--- config.mk ---
export PLATFORM = sky130hd
export DESIGN_NAME = logic_axi4_stream_mux_arbiter
export DESIGN_NICKNAME = d
export VERILOG_FILES = /design/src/rtl/logic_axi4_stream_mux_arbiter.sv
export SDC_FILE = /design/constraint.sdc
export NUM_CORES = 1
export LEC_CHECK = 0
export CAP_MARGIN = 20
export CORE_MARGIN = 2
export CORE_UTILIZATION = 39
export DETAILED_ROUTE_END_ITERATION = 6
export GPL_TIMING_DRIVEN = 1
export PLACE_DENSITY = 0.74
export SYNTH_ARGS = -nofsm -noshare
export SYNTH_HDL_FRONTEND = slang
export SYNTH_SLANG_ARGS = --single-unit
--- constraint.sdc ---
create_clock -name aclk -period 1.9 [get_ports aclk]
set_clock_uncertainty 0.2 [all_clocks]
set_input_delay 0.38 -clock aclk [delete_from_list [all_inputs] [get_ports aclk]]
set_output_delay 0.38 -clock aclk [all_outputs]
set_load 0.01 [all_outputs]
--- src/rtl/logic_axi4_stream_mux_arbiter.sv ---
// Packet-aware round-robin arbiter for an AXI4-Stream N:1 mux: registered one-hot grant
// and binary select, held from the first beat until the packet's tlast is accepted.
module logic_axi4_stream_mux_arbiter #(
  parameter int INPUTS       = 4,
  parameter bit USE_TLAST    = 1'b1,
  parameter int SELECT_WIDTH = (INPUTS >= 2) ? $clog2(INPUTS) : 1
) (
  input  logic                    aclk,
  input  logic                    areset,
  input  logic [INPUTS-1:0]       enable,
  input  logic [INPUTS-1:0]       rx_tvalid,
  input  logic [INPUTS-1:0]       rx_tlast,
  output logic [INPUTS-1:0]       rx_tready,
  input  logic                    tx_tready,
  output logic                    tx_tvalid,
  output logic [INPUTS-1:0]       grant,
  output logic [SELECT_WIDTH-1:0] select,
  output logic                    locked
);

  typedef enum logic {IDLE, LOCKED} state_t;

  state_t                  state, state_n;
  logic [INPUTS-1:0]       grant_n;
  logic [SELECT_WIDTH-1:0] select_n;
  logic [SELECT_WIDTH-1:0] last_ptr, last_ptr_n;
  logic [INPUTS-1:0]       req;
  logic                    g_valid, g_last, beat, pkt_end;

  // First requester strictly after ptr, wrapping; ptr itself is scanned last.
  function automatic logic [SELECT_WIDTH-1:0] rr_pick(input logic [INPUTS-1:0] r,
                                                       input logic [SELECT_WIDTH-1:0] ptr);
    logic                    found;
    logic [SELECT_WIDTH-1:0] pick;
    found = 1'b0;
    pick  = '0;
    for (int j = 0; j < INPUTS; j++) begin
      if (!found && r[j] && (SELECT_WIDTH'(j) > ptr)) begin
        pick  = SELECT_WIDTH'(j);
        found = 1'b1;
      end
    end
    for (int j = 0; j < INPUTS; j++) begin
      if (!found && r[j]) begin
        pick  = SELECT_WIDTH'(j);
        found = 1'b1;
      end
    end
    return pick;
  endfunction

  function automatic logic [INPUTS-1:0] to_onehot(input logic [SELECT_WIDTH-1:0] idx);
    return INPUTS'(1) << idx;
  endfunction

  assign req     = rx_tvalid & enable;
  assign g_valid = |(rx_tvalid & grant);
  assign g_last  = |(rx_tlast & grant);
  assign locked  = (state == LOCKED);
  assign beat    = locked & g_valid & tx_tready;
  assign pkt_end = beat & (g_last | !USE_TLAST);

  // Gating by areset keeps any beat from completing in the cycle that abandons a packet.
  assign tx_tvalid = locked & !areset & g_valid;
  assign rx_tready = (locked && !areset) ? (grant & {INPUTS{tx_tready}}) : '0;

  always_comb begin
    state_n    = state;
    grant_n    = grant;
    select_n   = select;
    last_ptr_n = last_ptr;
    case (state)
      IDLE: begin
        if (|req) begin
          select_n = rr_pick(req, last_ptr);
          grant_n  = to_onehot(select_n);
          state_n  = LOCKED;
        end
      end
      LOCKED: begin
        if (pkt_end) begin
          last_ptr_n = select;
          if (|req) begin
            select_n = rr_pick(req, select);
            grant_n  = to_onehot(select_n);
          end else begin
            state_n  = IDLE;
            grant_n  = '0;
            select_n = '0;
          end
        end
      end
    endcase
  end

  always_ff @(posedge aclk) begin
    if (areset) begin
      state    <= IDLE;
      grant    <= '0;
      select   <= '0;
      last_ptr <= SELECT_WIDTH'(INPUTS - 1);
    end else begin
      state    <= state_n;
      grant    <= grant_n;
      select   <= select_n;
      last_ptr <= last_ptr_n;
    end
  end

endmodule

[Word level (Yosys, flattened, before mapping)]
Index checks and enable logic that the tools add are counted.
Storage, ports and cells
  input port bits: 15
  register bits: 9
  logic and storage cells: 149
  output and inout port bits: 12
Operators by class
  shift operators: 2
  magnitude comparators: 8
  bitwise gates (word level): 10
  equal/unequal tests: 2
  reduce and logical (&&, ||, !) cells: 43
  muxes and demuxes: 80
Operators with widths (number)
  1-bit 2-to-1 mux: 53
  2-bit 2-to-1 mux: 20
  1-bit logical AND: 23
  4-bit AND: 4
  4-bit 2-to-1 mux: 4
  1-bit zero test: 15
  4-bit OR reduction: 3
  1-bit by 2-bit > comparator with 1-bit output, first input constant: 4
  2-bit > comparator, first input constant: 4
  4-bit one-hot mux with 2 select lines: 1
  1-bit by 2-bit left shift with 4-bit output, first input constant: 2
  1-bit AND: 5
  2-bit one-hot mux with 2 select lines: 1
  2-bit AND reduction: 2
  2-bit by 1-bit != test with 1-bit output, second input constant: 1
  2-bit != test, second input constant: 1
  1-bit one-hot mux with 2 select lines: 1
  1-bit inverter: 1

[Depth between registers and ports, before layout]
  depth after elaboration: 56
  mapped depth: 7
  mapped depth without buffers: 5

[Least setup slack after synthesis]
Ideal clock, no wire load.
  path type: input-to-reg
  from: in rx_tvalid[1]
  to: reg grant[0]
  library setup time: 0.091 ns
  data arrival time: 1.552 ns
  path buffers: 1
  data required time: 1.609 ns
  path slack: 0.057 ns
  stages: 6
  cell sequence: buf_6 -> nand2_2 -> o22ai_1 -> a211o_1 -> or3_1 -> a311oi_1
On the way
  longest elaborated chain between the ends: 49
  elaborated cells on any way between the ends: 109
  those cells by class: 2 x eq/ne; 2 x shift; 65 x mux; 5 x bitwise; 35 x reduce/logical
Ends and longest elaborated chain
  start, declared: line 11  | input logic [INPUTS-1:0] rx_tvalid,
  4-bit AND: line 56  | assign req = rx_tvalid & enable;
  1-bit logical AND (2 in a row): line 38  | if (!found && r[j] && (SELECT_WIDTH'(j) > ptr)) begin
  1-bit 2-to-1 mux: line 38
  1-bit 2-to-1 mux: line 83  | if (|req) begin
  1-bit 2-to-1 mux: line 81  | if (pkt_end) begin
  1-bit 2-to-1 mux: line 72  | case (state)
  1-bit zero test: line 38
  1-bit logical AND (2 in a row): line 38
  (+31 left out)
  2-bit 2-to-1 mux: line 44  | if (!found && r[j]) begin
  2-bit 2-to-1 mux: line 83
  2-bit 2-to-1 mux: line 81
  2-bit 2-to-1 mux: line 72
  1-bit by 2-bit left shift with 4-bit output: line 53  | return INPUTS'(1) << idx;
  4-bit 2-to-1 mux: line 83
  4-bit 2-to-1 mux: line 81
  4-bit one-hot mux with 2 select lines: line 72
  end signal, assigned: line 104  | grant <= grant_n;
  end, declared: line 16  | output logic [INPUTS-1:0] grant,
Parallel ways exist; a longest one is shown, timed or not. The select of a mux whose other input is x is not followed.
A chain may end at the register's enable or synchronous reset.

[Final worst setup path]
  from: in areset
  to: out tx_tvalid
On the way
  longest elaborated chain between the ends: 3
Ends and longest elaborated chain
  start, declared: line 9  | input logic areset,
  1-bit zero test: line 64  | assign tx_tvalid = locked & !areset & g_valid;
  1-bit AND (2 in a row): line 64
  end, declared: line 15  | output logic tx_tvalid,
No other way between the ends.

==> impl_results.md <==
* DP HPWL at between 1500 and 2000 um
* Main synth FF type: dfxtp_1
* H-tree depth at 1
* Clk buf depth at 2
* Multi-input logic area at approximately 580 um2
* Register area at between 150 and 200 um2
* Largest net degree at the start of global routing at 13
* Placed insts at ~170
* Final period util at a little over nine tenths
* Worst-path cell chain: clkdlybuf4s50_1, buf_6, nor2_1, clkdlybuf4s15_1
* Area share of fa/ha/maj cells after synthesis at 0%
* Root buffer cell: clkbuf_4
* Multiplexer share of the synthesized area at ~2.6%
* CP Launch Type: primary input
* Number of global-route vias before repair at ~890
* DIE WIDTH at between 40 and 50 um
* Share of layout cells above drive strength 1 at about a third
* WL met1 at ~1100 um
* 1st-iter DRT viols at 17
* Synth Warn # at 0
* CP top delay family: buffers and inverters
* Nets at 163
* CP Data Arrival Time at 1.29 ns
* Register area share after synthesis at around a quarter
* DR vias/cell at roughly 5.7
* Cell Rows at 15
* Mean Syn Cell Area at between 7 and 8 um2
* Synth Instances at a little under 100
* Initial Util at around 43%
* Combinational family with the most area after synthesis: compound AO/OA/AOI/OAI gates
* Drt pass-1 iters at 4
* Worst setup path category: in -> out
* Leak Pwr at slightly above 0.0006 uW
* Setup violators final at 0
* Initial antenna violation count at 0
* CTS Buf Count at 3
* HP Class: reg -> reg
* Die area at around 0.0023 mm2
* Synth Net Count at about 110
* Final Non-Filler Cells at roughly 170
* Max-slew headroom at slightly above 80%
* Post-Synth XOR/XNOR Area at 0%
* Synth Area in Compound Gates at roughly 36%
* DR vias at a little under 1000
* Max-Cap Viols at 0
* CP peak stage delay at between 0.4 and 0.5 ns
* Synth cell types at 37
* PwrDens at approximately 560 mW/mm2
* Number of antenna diodes at 0
* Crit path required time at around 1.3 ns
* CTS Hold Bufs at 0
* CP max-delay cell: clkdlybuf4s50_1
* Worst Path Max Fanout at 2
* Core area at 0.00178 mm2
* Drt drc at 0
* Async S/R FF share, synth at 0%
* Gr ovfl total at 0
* Worst skew pair latency at about 0.27 ns
* WL per Instance at about 16 um
* Layout filler cell count at 157
* Top Layer Used: met4
* Number of flops mapped to enable cells by yosys at 0
* Metal3 WL at between 150 and 200 um
* First-pass GRT wire length at 3920 um
* Element type at the critical path end: primary output
* I/O pin count at 27
* Gr usage total at 24.5%
* Buf/Inv on CP at 3
* Status: finished, final reports clean
* Minimum clock period at approximately 1.9 ns
* Max IR drop VDD at 0.407 mV
* Final ANT Viol Nets at 0
* Port bufs at 26
* Max Slew Vio Count at 0
* Wirelength, routed at roughly 2700 um
* Fin util at 69.3%
* Slew of the pin with the lowest slew margin at 0.264 ns
* Fin. Hold Viols at 0
* RSZ-0062 raised after global routing: yes
* Clock Sink Count at 9
* Netlist Area Pre-Place at between 700 and 800 um2
* Layout area overhead at 62.1%
* Fmax at ~0.53 GHz
* Synth Register Bits at 9
* TritonCTS clock tree: built
* Met2 wire length at roughly 1400 um
* Placer's final routability congestion estimate at around 0.85
* Die Ht at between 40 and 50 um
* Simple-Gate Fraction of Synth Area at a little under a third
* Clock transition at path regs at 0.06 ns
-- timing repair --
| item | 4_1_cts | 5_1_grt |
|---|---|---|
| resized for setup | 38 | 16 |
| setup buffers | 3 | 0 |
| pin swaps | 6 | 5 |
| setup endpoints to repair | 13 | 12 |
-- flip-flops by register name, summed over array words and instances, names as in the netlist --
signal and count:
last_ptr 2, locked 1, grant 4, select 2
-- cells in the mapped netlist, types with 2 or more instances --
cell	instances	area [um2]
nand2b_1	4	25.0
mux2i_1	2	20.0
nor2_1	11	41.3
o211ai_1	2	15.0
nor3_1	3	15.0
inv_1	3	11.3
a22oi_1	7	52.6
buf_6	2	22.5
dfxtp_1	9	180
a22o_1	3	26.3
clkbuf_8	2	27.5
a311oi_1	3	26.3
a21oi_1	4	20.0
a211oi_1	3	22.5
nand3_1	3	15.0
a41o_2	2	22.5
nand2_1	9	33.8
and2_1	5	31.3
and3b_1	2	17.5
-- layer usage --
metal | vias to the layer above | track usage [%]
li1 | 480 | -
met1 | 462 | 30.4
met2 | 33 | 41.6
met3 | 5 | 7.04
met4 | 0 | 5.95
met5 | - | 0
-- stage by stage --
step	area (um2)	TNS, ns	setup slack [ns]	hold slack (ns)	power (uW)
after floorplan	762	0	0.0567	0.312	371
after global placement	1160	-5.54	-0.517	0.351	520
after detailed placement	1160	-5.85	-0.538	0.362	520
after CTS	1230	0	0.00428	0.368	691
after global routing	1230	-0.0154	-0.0154	0.420	732
final	1230	0	0.0261	0.366	691
-- cell type report --
type | instances | share of cell area [%]
timing repair buffer | 50 | 33.0
inverter | 3 | 0.912
sequential | 9 | 14.8
tap | 25 | 2.53
multi-input combinational | 81 | 46.6
clock buffer | 4 | 2.13
-- cells by family (layout without fill, tap and decap cells) --
group	count (synthesis)	after routing
flops	9	9
simple gates	44	44
compound gates	35	35
buf+inv	7	57
mux	2	2
-- tightest hold or removal path, cell delays in order, from the launching register on --
cell and delay [ns]:
dfxtp_2 0.36, nor2_1 0.11, a211oi_1 0.05
-- path summary, 6_finish.rpt --
check               from        end  slack, ns  depth (start not counted)
max               areset  tx_tvalid       0.03                          4
min reg2reg    select[0]  select[0]       0.37                          2
max reg2reg  last_ptr[1]   grant[0]       0.08                          5
min            select[0]  select[0]       0.37                          2
-- power by group --
part / internal (uW) / switching [uW]
clock: 81.2 / 70.7
sequential: 208 / 20.2
combinational: 162 / 148
-- layout by cell type (no fill, tap or decap), types with 2 or more instances in the layout --
cell / netlist / final
nand3_1: 3 / 3
buf_4: 0 / 23
a21oi_2: 1 / 2
clkbuf_2: 0 / 4
a21oi_1: 4 / 3
nor2_1: 11 / 10
nand2_1: 9 / 8
dfxtp_2: 0 / 2
a211oi_1: 3 / 3
and2_1: 5 / 5
a22oi_2: 0 / 2
clkdlybuf4s15_1: 0 / 2
nand2_2: 1 / 2
dlygate4sd2_1: 0 / 5
a311oi_1: 3 / 3
a41o_2: 2 / 2
a22o_1: 3 / 3
clkdlybuf4s50_1: 0 / 7
dfxtp_1: 9 / 7
o211ai_1: 2 / 2
inv_1: 3 / 3
clkbuf_4: 0 / 3
nor3_1: 3 / 2
dlymetal6s2s_1: 0 / 4
mux2i_1: 2 / 2
nand2b_1: 4 / 4
buf_2: 0 / 4
and3b_1: 2 / 2
a22oi_1: 7 / 5
(Power assumes the default switching activity.)
